### config.mk
export PLATFORM = sky130hd
export DESIGN_NAME = key_event_decoder
export DESIGN_NICKNAME = d
export VERILOG_FILES = /design/src/rtl/key_event_decoder.sv
export SDC_FILE = /design/constraint.sdc
export NUM_CORES = 1
export LEC_CHECK = 0
export CAP_MARGIN = 30
export CELL_PAD_IN_SITES_DETAIL_PLACEMENT = 1
export CELL_PAD_IN_SITES_GLOBAL_PLACEMENT = 1
export CORE_MARGIN = 3
export CORE_UTILIZATION = 50
export DETAILED_ROUTE_END_ITERATION = 12
export HOLD_SLACK_MARGIN = 0.06
export MAX_ROUTING_LAYER = met4
export PLACE_DENSITY_LB_ADDON = 0.1
export SLEW_MARGIN = 20
export SYNTH_ARGS = -nofsm -noshare
export SYNTH_HDL_FRONTEND = slang
export SYNTH_SLANG_ARGS = --single-unit
### constraint.sdc
create_clock -name clock -period 5.28 [get_ports clock]
set_input_delay 1.056 -clock clock [delete_from_list [all_inputs] [get_ports clock]]
set_output_delay 1.056 -clock clock [all_outputs]
set_load 0.03 [all_outputs]
### src/rtl/key_event_decoder.sv
`default_nettype none
// ============================================================================
// Module      : key_event_decoder
// Description : Classifies a debounced button level into short-press,
//               long-press and auto-repeat events. Each event is a one-cycle
//               registered pulse for the LED effect controller. A prescaler
//               divides the clock into timing ticks. A tick counter measures
//               how long the button has been held.
// Revision    : 1.0 - initial release
// ----------------------------------------------------------------------------
// Ports
//   clock        in   1  system clock
//   reset_n      in   1  asynchronous active-low reset
//   pressed      in   1  debounced button level, 1 = pressed
//   enable       in   1  1 = decode events, 0 = force IDLE, no events
//   ev_short     out  1  pulse: released before the long threshold
//   ev_long      out  1  pulse: long threshold reached while held
//   ev_repeat    out  1  pulse: every REPEAT_TICKS while held after ev_long
//   held         out  1  level: button is being tracked (HELD or LONG)
//   press_count  out  8  count of ev_short + ev_long, wraps 255 -> 0
// ============================================================================
module key_event_decoder #(
  parameter int unsigned TICK_DIV     = 50000,
  parameter int unsigned LONG_TICKS   = 800,
  parameter int unsigned REPEAT_TICKS = 200,
  parameter int unsigned CNT_W        = 16
) (
  input  logic       clock,
  input  logic       reset_n,
  input  logic       pressed,
  input  logic       enable,
  output logic       ev_short,
  output logic       ev_long,
  output logic       ev_repeat,
  output logic       held,
  output logic [7:0] press_count
);

  // Terminal values. The tick counter is compared against "threshold - 1",
  // because the transition fires on the tick that brings it to the threshold.
  localparam logic [CNT_W-1:0] C_PRESC_MAX   = CNT_W'(TICK_DIV - 1);
  localparam logic [CNT_W-1:0] C_LONG_LAST   = CNT_W'(LONG_TICKS - 1);
  localparam logic [CNT_W-1:0] C_REPEAT_LAST = CNT_W'(REPEAT_TICKS - 1);

  typedef enum logic [1:0] {
    S_IDLE = 2'd0,
    S_HELD = 2'd1,
    S_LONG = 2'd2
  } state_t;

  // --------------------------------------------------------------------------
  // Registers
  // --------------------------------------------------------------------------
  state_t           r_state;
  logic             r_pressed_q;
  logic [CNT_W-1:0] r_presc;
  logic [CNT_W-1:0] r_tick_cnt;
  logic             r_ev_short;
  logic             r_ev_long;
  logic             r_ev_repeat;
  logic             r_held;
  logic [7:0]       r_press_count;

  // --------------------------------------------------------------------------
  // Combinational signals
  // --------------------------------------------------------------------------
  logic             w_rise;
  logic             w_fall;
  logic             w_tick;
  logic             w_entering;
  state_t           w_state_nxt;
  logic [CNT_W-1:0] w_presc_nxt;
  logic [CNT_W-1:0] w_tick_cnt_nxt;
  logic             w_ev_short_nxt;
  logic             w_ev_long_nxt;
  logic             w_ev_repeat_nxt;
  logic             w_press_inc;

  assign w_rise = pressed & ~r_pressed_q;
  assign w_fall = ~pressed & r_pressed_q;

  // The prescaler only runs in HELD/LONG, so a tick can never be seen in IDLE.
  assign w_tick = (r_state != S_IDLE) && (r_presc == C_PRESC_MAX);

  // --------------------------------------------------------------------------
  // Next-state and event decode
  // --------------------------------------------------------------------------
  always_comb begin
    w_state_nxt     = r_state;
    w_tick_cnt_nxt  = r_tick_cnt;
    w_ev_short_nxt  = 1'b0;
    w_ev_long_nxt   = 1'b0;
    w_ev_repeat_nxt = 1'b0;
    w_press_inc     = 1'b0;

    if (!enable) begin
      // Disabling abandons any press in progress without an event.
      w_state_nxt    = S_IDLE;
      w_tick_cnt_nxt = '0;
    end else begin
      case (r_state)
        S_IDLE: begin
          if (w_rise) begin
            w_state_nxt    = S_HELD;
            w_tick_cnt_nxt = '0;
          end
        end

        S_HELD: begin
          // A release beats a long threshold on the same edge.
          if (w_fall) begin
            w_ev_short_nxt = 1'b1;
            w_press_inc    = 1'b1;
            w_state_nxt    = S_IDLE;
          end else if (w_tick) begin
            if (r_tick_cnt == C_LONG_LAST) begin
              w_ev_long_nxt  = 1'b1;
              w_press_inc    = 1'b1;
              w_state_nxt    = S_LONG;
              w_tick_cnt_nxt = '0;
            end else begin
              w_tick_cnt_nxt = r_tick_cnt + 1'b1;
            end
          end
        end

        S_LONG: begin
          // A release suppresses a repeat tick on the same edge.
          if (w_fall) begin
            w_state_nxt = S_IDLE;
          end else if (w_tick) begin
            if (r_tick_cnt == C_REPEAT_LAST) begin
              w_ev_repeat_nxt = 1'b1;
              w_tick_cnt_nxt  = '0;
            end else begin
              w_tick_cnt_nxt = r_tick_cnt + 1'b1;
            end
          end
        end

        default: begin
          w_state_nxt    = S_IDLE;
          w_tick_cnt_nxt = '0;
        end
      endcase
    end
  end

  // --------------------------------------------------------------------------
  // Prescaler next value: restarts on every entry into HELD or LONG so that
  // the first tick lands exactly TICK_DIV edges after the entry edge.
  // --------------------------------------------------------------------------
  always_comb begin
    w_entering  = (w_state_nxt != r_state) && (w_state_nxt != S_IDLE);
    w_presc_nxt = '0;
    if ((w_state_nxt != S_IDLE) && !w_entering) begin
      w_presc_nxt = w_tick ? '0 : (r_presc + 1'b1);
    end
  end

  // --------------------------------------------------------------------------
  // State and output registers
  // --------------------------------------------------------------------------
  always_ff @(posedge clock or negedge reset_n) begin
    if (!reset_n) begin
      r_state       <= S_IDLE;
      // Starts high so that a button held through reset is not a rise.
      r_pressed_q   <= 1'b1;
      r_presc       <= '0;
      r_tick_cnt    <= '0;
      r_ev_short    <= 1'b0;
      r_ev_long     <= 1'b0;
      r_ev_repeat   <= 1'b0;
      r_held        <= 1'b0;
      r_press_count <= 8'd0;
    end else begin
      r_state       <= w_state_nxt;
      r_pressed_q   <= pressed;
      r_presc       <= w_presc_nxt;
      r_tick_cnt    <= w_tick_cnt_nxt;
      r_ev_short    <= w_ev_short_nxt;
      r_ev_long     <= w_ev_long_nxt;
      r_ev_repeat   <= w_ev_repeat_nxt;
      r_held        <= (w_state_nxt != S_IDLE);
      if (w_press_inc) begin
        r_press_count <= r_press_count + 8'd1;
      end
    end
  end

  assign ev_short    = r_ev_short;
  assign ev_long     = r_ev_long;
  assign ev_repeat   = r_ev_repeat;
  assign held        = r_held;
  assign press_count = r_press_count;

endmodule
`default_nettype wire

# After elaboration in Yosys (flattened, before gate mapping)

Index checks and enable logic that the tools add are counted.
W data, S select, Z words.

$add $sub $neg: 3
Eq/ne operators: 11
Mux-type cells: 34
Bitwise logic cells: 4
Reductions and logical operators: 8

Operators with widths:

| cell                    | number |
|---|---|
| $mux W16                | 10 |
| $pmux W16 S3            | 1 |
| $add A16 B1 Y16 const B | 2 |
| $eq A16 B10 Y1 const B  | 1 |
| $eq A16 B16 Y1 const B  | 1 |
| $eq A16 B8 Y1 const B   | 1 |
| $mux W1                 | 16 |
| $ne A3 B3 Y1 const B    | 5 |
| $mux W2                 | 6 |
| $add A8 B1 Y8 const B   | 1 |
| $pmux W2 S3             | 1 |
| $reduce_and A5 Y1       | 1 |
| $reduce_bool A2 Y1      | 2 |
| $logic_and A1 B1 Y1     | 3 |
| $and A1 B1 Y1           | 2 |
| $eq A2 B1 Y1 const B    | 1 |
| $eq A2 B2 Y1 const B    | 1 |
| $logic_not A2 Y1        | 1 |
| $ne A2 B2 Y1            | 1 |
| $not A1 Y1              | 2 |
| $logic_not A1 Y1        | 1 |

Register bits after elaboration: 47
Input bits: 4

# Logic depth before layout (Yosys ltp)

Depth after elaboration: 11
Depth in mapped cells: 10
Mapped depth without buffers: 8

# Worst setup path after synthesis

Ideal clock, no wire load.

Kind: input to register
Start point: input port pressed
End point: register r_presc[14]
Setup time: 0.074 ns
Arrival time: 2.431 ns
Data required time: 5.206 ns
Slack: 2.775 ns
Stages on the path: 7
Cell sequence: nand2b_1 -> clkbuf_1 -> o21ai_0 -> a21o_1 -> a2111oi_2 -> o21ai_1 -> nor2_1

Word-level cells in the longest chain between the ends: 10
Elaborated cells between the ends (all ways): 14
Those cells by class: eq/ne (1); mux (6); bitwise (3); reduce/logical (4)

Ends and longest elaborated chain:

| item                                               | line     | text |
|---|---|---|
| start, declared                                    | 30       | `input logic pressed,` |
| $not A1 Y1                                         | 80       | `assign w_fall = ~pressed & r_pressed_q;` |
| $and A1 B1 Y1                                      | 80       |  |
| $mux W2 (on tied branches)                         | 129, 111 |  |
| $pmux W2 S3 *                                      | 101      | `case (r_state)` |
| $mux W2 *                                          | 96       | `if (!enable) begin` |
| $ne A2 B2 Y1 or $reduce_bool A2 Y1 (tied branches) | 154, 156 |  |
| $logic_and A1 B1 Y1                                | 154      | `w_entering = (w_state_nxt != r_state) && (w_state_nxt != S_IDLE);` |
| $logic_not A1 Y1                                   | 156      | `if ((w_state_nxt != S_IDLE) && !w_entering) begin` |
| $logic_and A1 B1 Y1 *                              | 156      |  |
| $mux W16 *                                         | 156      |  |
| net w_presc_nxt[14]                                | 72       | `logic [CNT_W-1:0] w_presc_nxt;` |
| end signal, assigned                               | 179      | `r_presc <= w_presc_nxt;` |
| end, declared                                      | 56       | `logic [CNT_W-1:0] r_presc;` |

Mark *: on every way through the listed nets, which the timed path passes. The rest lies on a longest branch.
A chain may end at the register's enable or synchronous reset.

# Worst setup path in the final report

Start point: input port pressed
End point: register r_presc[4]

Same word-level chain as after synthesis.

==> summary.txt <==
Setup path
  • Crit start category: input port
  • Crit end category: flop
  • CP Max Fanout: 9
  • Req. time, crit path: 5520 ps
  • Worst Path Class, Setup: input port to flop
  • Crit path DAT: 3310 ps

Die
  • Initial core utilization: 53.5%
  • Die height: 78.5 microns
  • Core region area: 4910 sq um
  • I/O Pins: 16
  • Die area: 6160 sq um
  • Die Width: 78.5 microns
  • Site row count: 25

Synthesis
  • Post-Syn Area: 2630 sq um
  • Synth warn: 0
  • Dominant cells by area after synthesis: dfrtp_1 (44%), nand3_1 (4.0%), o21ai_0 (3.8%)
  • Synth Area in Adders: 3.34%
  • Area share of the largest cell type after synthesis: 43.9%
  • Count leader, synth: dfrtp_1
  • Post-Synth XOR/XNOR Area: 7.01%
  • Synthesized Nets: 285
  • Seq cells post-synth: 47
  • Post-synthesis compound-gate area fraction: 14.8%
  • Mux contribution to synthesized area: 0.429%
  • Primary FF master, synth: dfrtp_1
  • Post-Synth Simple-Gate Area: 26.4%
  • Sequential-to-total area share from yosys stat: 44.9%
  • Top post-synthesis cells by count: dfrtp_1 (46), nor2_1 (25), nand2_1 (22), nand3_1 (21), o21ai_0 (20)
  • Mapped Cells: 274
  • Ys async rst share: 100%
  • Largest family of logic cells by synthesized area: simple AND/OR/NAND/NOR gates
  • Yosys top cell by area: dfrtp_1
  • Post-synth EDFFs: 0
  • Synth Area per Inst: 9.58 sq um
  • Yosys cell types: 53

Timing
  • Setup_tns: 0 ps
  • Setup Skew: 6.01 ps
  • Fin crit period: 3070 ps
  • Final worst setup slack: 2210 ps
  • Fin. Hold Viols: 0
  • Worst-Margin Slew: 680 ps
  • Fmax: 0.325 GHz
  • Setup violations, final: 0
  • Unrepaired setup endpoints after global routing: false
  • Fin Hold WS: 461 ps
  • Slew headroom: 54.4%
  • Slew Limit Fails: 0
  • Final worst path period share: 58.2%

Placement
  • Cell area after placement: 2840 sq um
  • PortBufs: 15
  • DP Worst Slack: 1910 ps
  • Post-DP HPWL: 4640 microns
  • Placer Congestion: 0.888

Route
  • DR vias/cell: 6.03
  • Initial drt markers: 109
  • Via count: 2172
  • # DRC: 0
  • Post-route ant nets: 0
  • Routed length per instance: 17.5 microns
  • First-pass detailed-route iteration total: 4
  • Drt total wl: 6300 microns

Clock network
  • CTS Hold Bufs: 0
  • Post-CTS setup buffers: 0
  • Clk sinks: 47
  • Worst-Skew Late Latency: 310 ps
  • H-Tree Depth: 2
  • TritonCTS Buffers: 5
  • Clock transition at path regs: 90 ps
  • CTS tree: built
  • CTS root buf: clkbuf_8
  • Post_cts resized: 0
  • Max clock buf depth: 2

Power and ir drop
  • LEAKAGE: 1.22 nW
  • Power Dens Cells: 245 nW/um^2
  • Max VDD drop: 132 uV
  • Power, Total: 0.720 mW

GRT
  • Number of global-route vias before repair: 2202
  • First-pass GRT wire length: 11100 microns
  • Initial antenna violation count: 0
  • Largest net degree at the start of global routing: 26
  • Grt ovf: 0
  • GRT Total Usage: 23.4%

Worst hold path
  • Hold crit path type: flop to flop

Layout
  • Final #Nets: 303
  • Post-route cell area: 2940 sq um
  • Area Overhead vs Synth: 12.1%
  • Fraction of layout cells with a size suffix above 1: 9.56%
  • Diodes inserted: 0
  • Filler instances: 586

Run status
  • Outcome: completed

Run
  • MaxCap Viol Count: 0
flip-flops by register name (all words and copies together) (netlist names):
| name | count |
|---|---|
| ev_long | 1 |
| r_pressed_q | 1 |
| r_presc | 16 |
| ev_repeat | 1 |
| r_state | 2 |
| press_count | 8 |
| held | 1 |
| r_tick_cnt | 16 |
| ev_short | 1 |
critical path: stages:
cell and delay, ps:
clkdlybuf4s50_1 580, nand2b_1 300, o21ai_0 210, a21o_1 240, a2111oi_2 420, o21ai_1 320
nor2_1 190
power breakdown:
group          internal (mW)  total [mW]  switching (mW)
clock                  0.107       0.237           0.130
combinational         0.0368      0.0999          0.0631
sequential             0.371       0.383          0.0123
total                  0.515       0.720           0.205
per-stage QoR:
stage / utilization, % / cells
floorplan: - / 274
global placement: 57.4 / 351
detailed placement: 57.9 / 352
CTS: 59.9 / 360
global route: 59.9 / 360
finish: 59.9 / 360
final timing paths:
kind,depth (start not counted),from,slack [ps],endpoint
setup / recovery,7,pressed,2210,r_presc[4]
setup reg to reg,8,r_state[0],2350,r_tick_cnt[9]
hold / removal,1,r_presc[0],460,r_presc[0]
max in group asynchronous,2,reset_n,3960,r_pressed_q
hold reg to reg,1,r_presc[0],460,r_presc[0]
min in group asynchronous,1,reset_n,740,r_tick_cnt[7]
layout by cell type, fill, tap and decap left out, types with 2 or more instances in the layout:
cell	instances
xor2_1	10
nor4_1	2
nor2_1	25
dfrtp_1	46
a21o_1	2
clkdlybuf4s50_1	14
and4bb_2	2
or4_1	8
o21ai_0	20
clkbuf_8	6
nor3_1	10
nand2b_1	4
nand4_2	2
a21oi_1	12
o2bb2a_1	3
nand3_1	21
and4_1	2
o31ai_2	2
inv_1	12
o31ai_1	3
nand4_1	8
nand2_1	22
ha_1	7
and3_1	8
xnor2_1	11
cell families (layout without fill, tap and decap cells):
kind of cell / Yosys count / count (layout)
compound gates: 56 / 56
xor+xnor: 21 / 21
fa+ha+maj: 7 / 7
buf+inv: 17 / 36
flops: 47 / 47
mux: 1 / 1
simple gates: 125 / 125
per-layer routing:
metal	global-route usage (%)	up-vias	wire length, microns	share of wire [%]
li1	-	1039	-	-
met1	31.4	1078	2980	47
met2	36.6	41	3030	48
met3	4.13	14	199	3.2
met4	6.29	0	90	1.4
met5	-	-	0	0
layout make-up:
class | count | area (sq um) | area share (%)
clock inverter | 2 | 16.3 | 0.553
multi-input combinational | 210 | 1370 | 46.4
tap | 67 | 83.8 | 2.85
timing repair buffer | 16 | 173 | 5.87
sequential | 47 | 1180 | 40.0
inverter | 12 | 45.0 | 1.53
clock buffer | 6 | 82.6 | 2.81
Power figures use the tool's default switching activity.
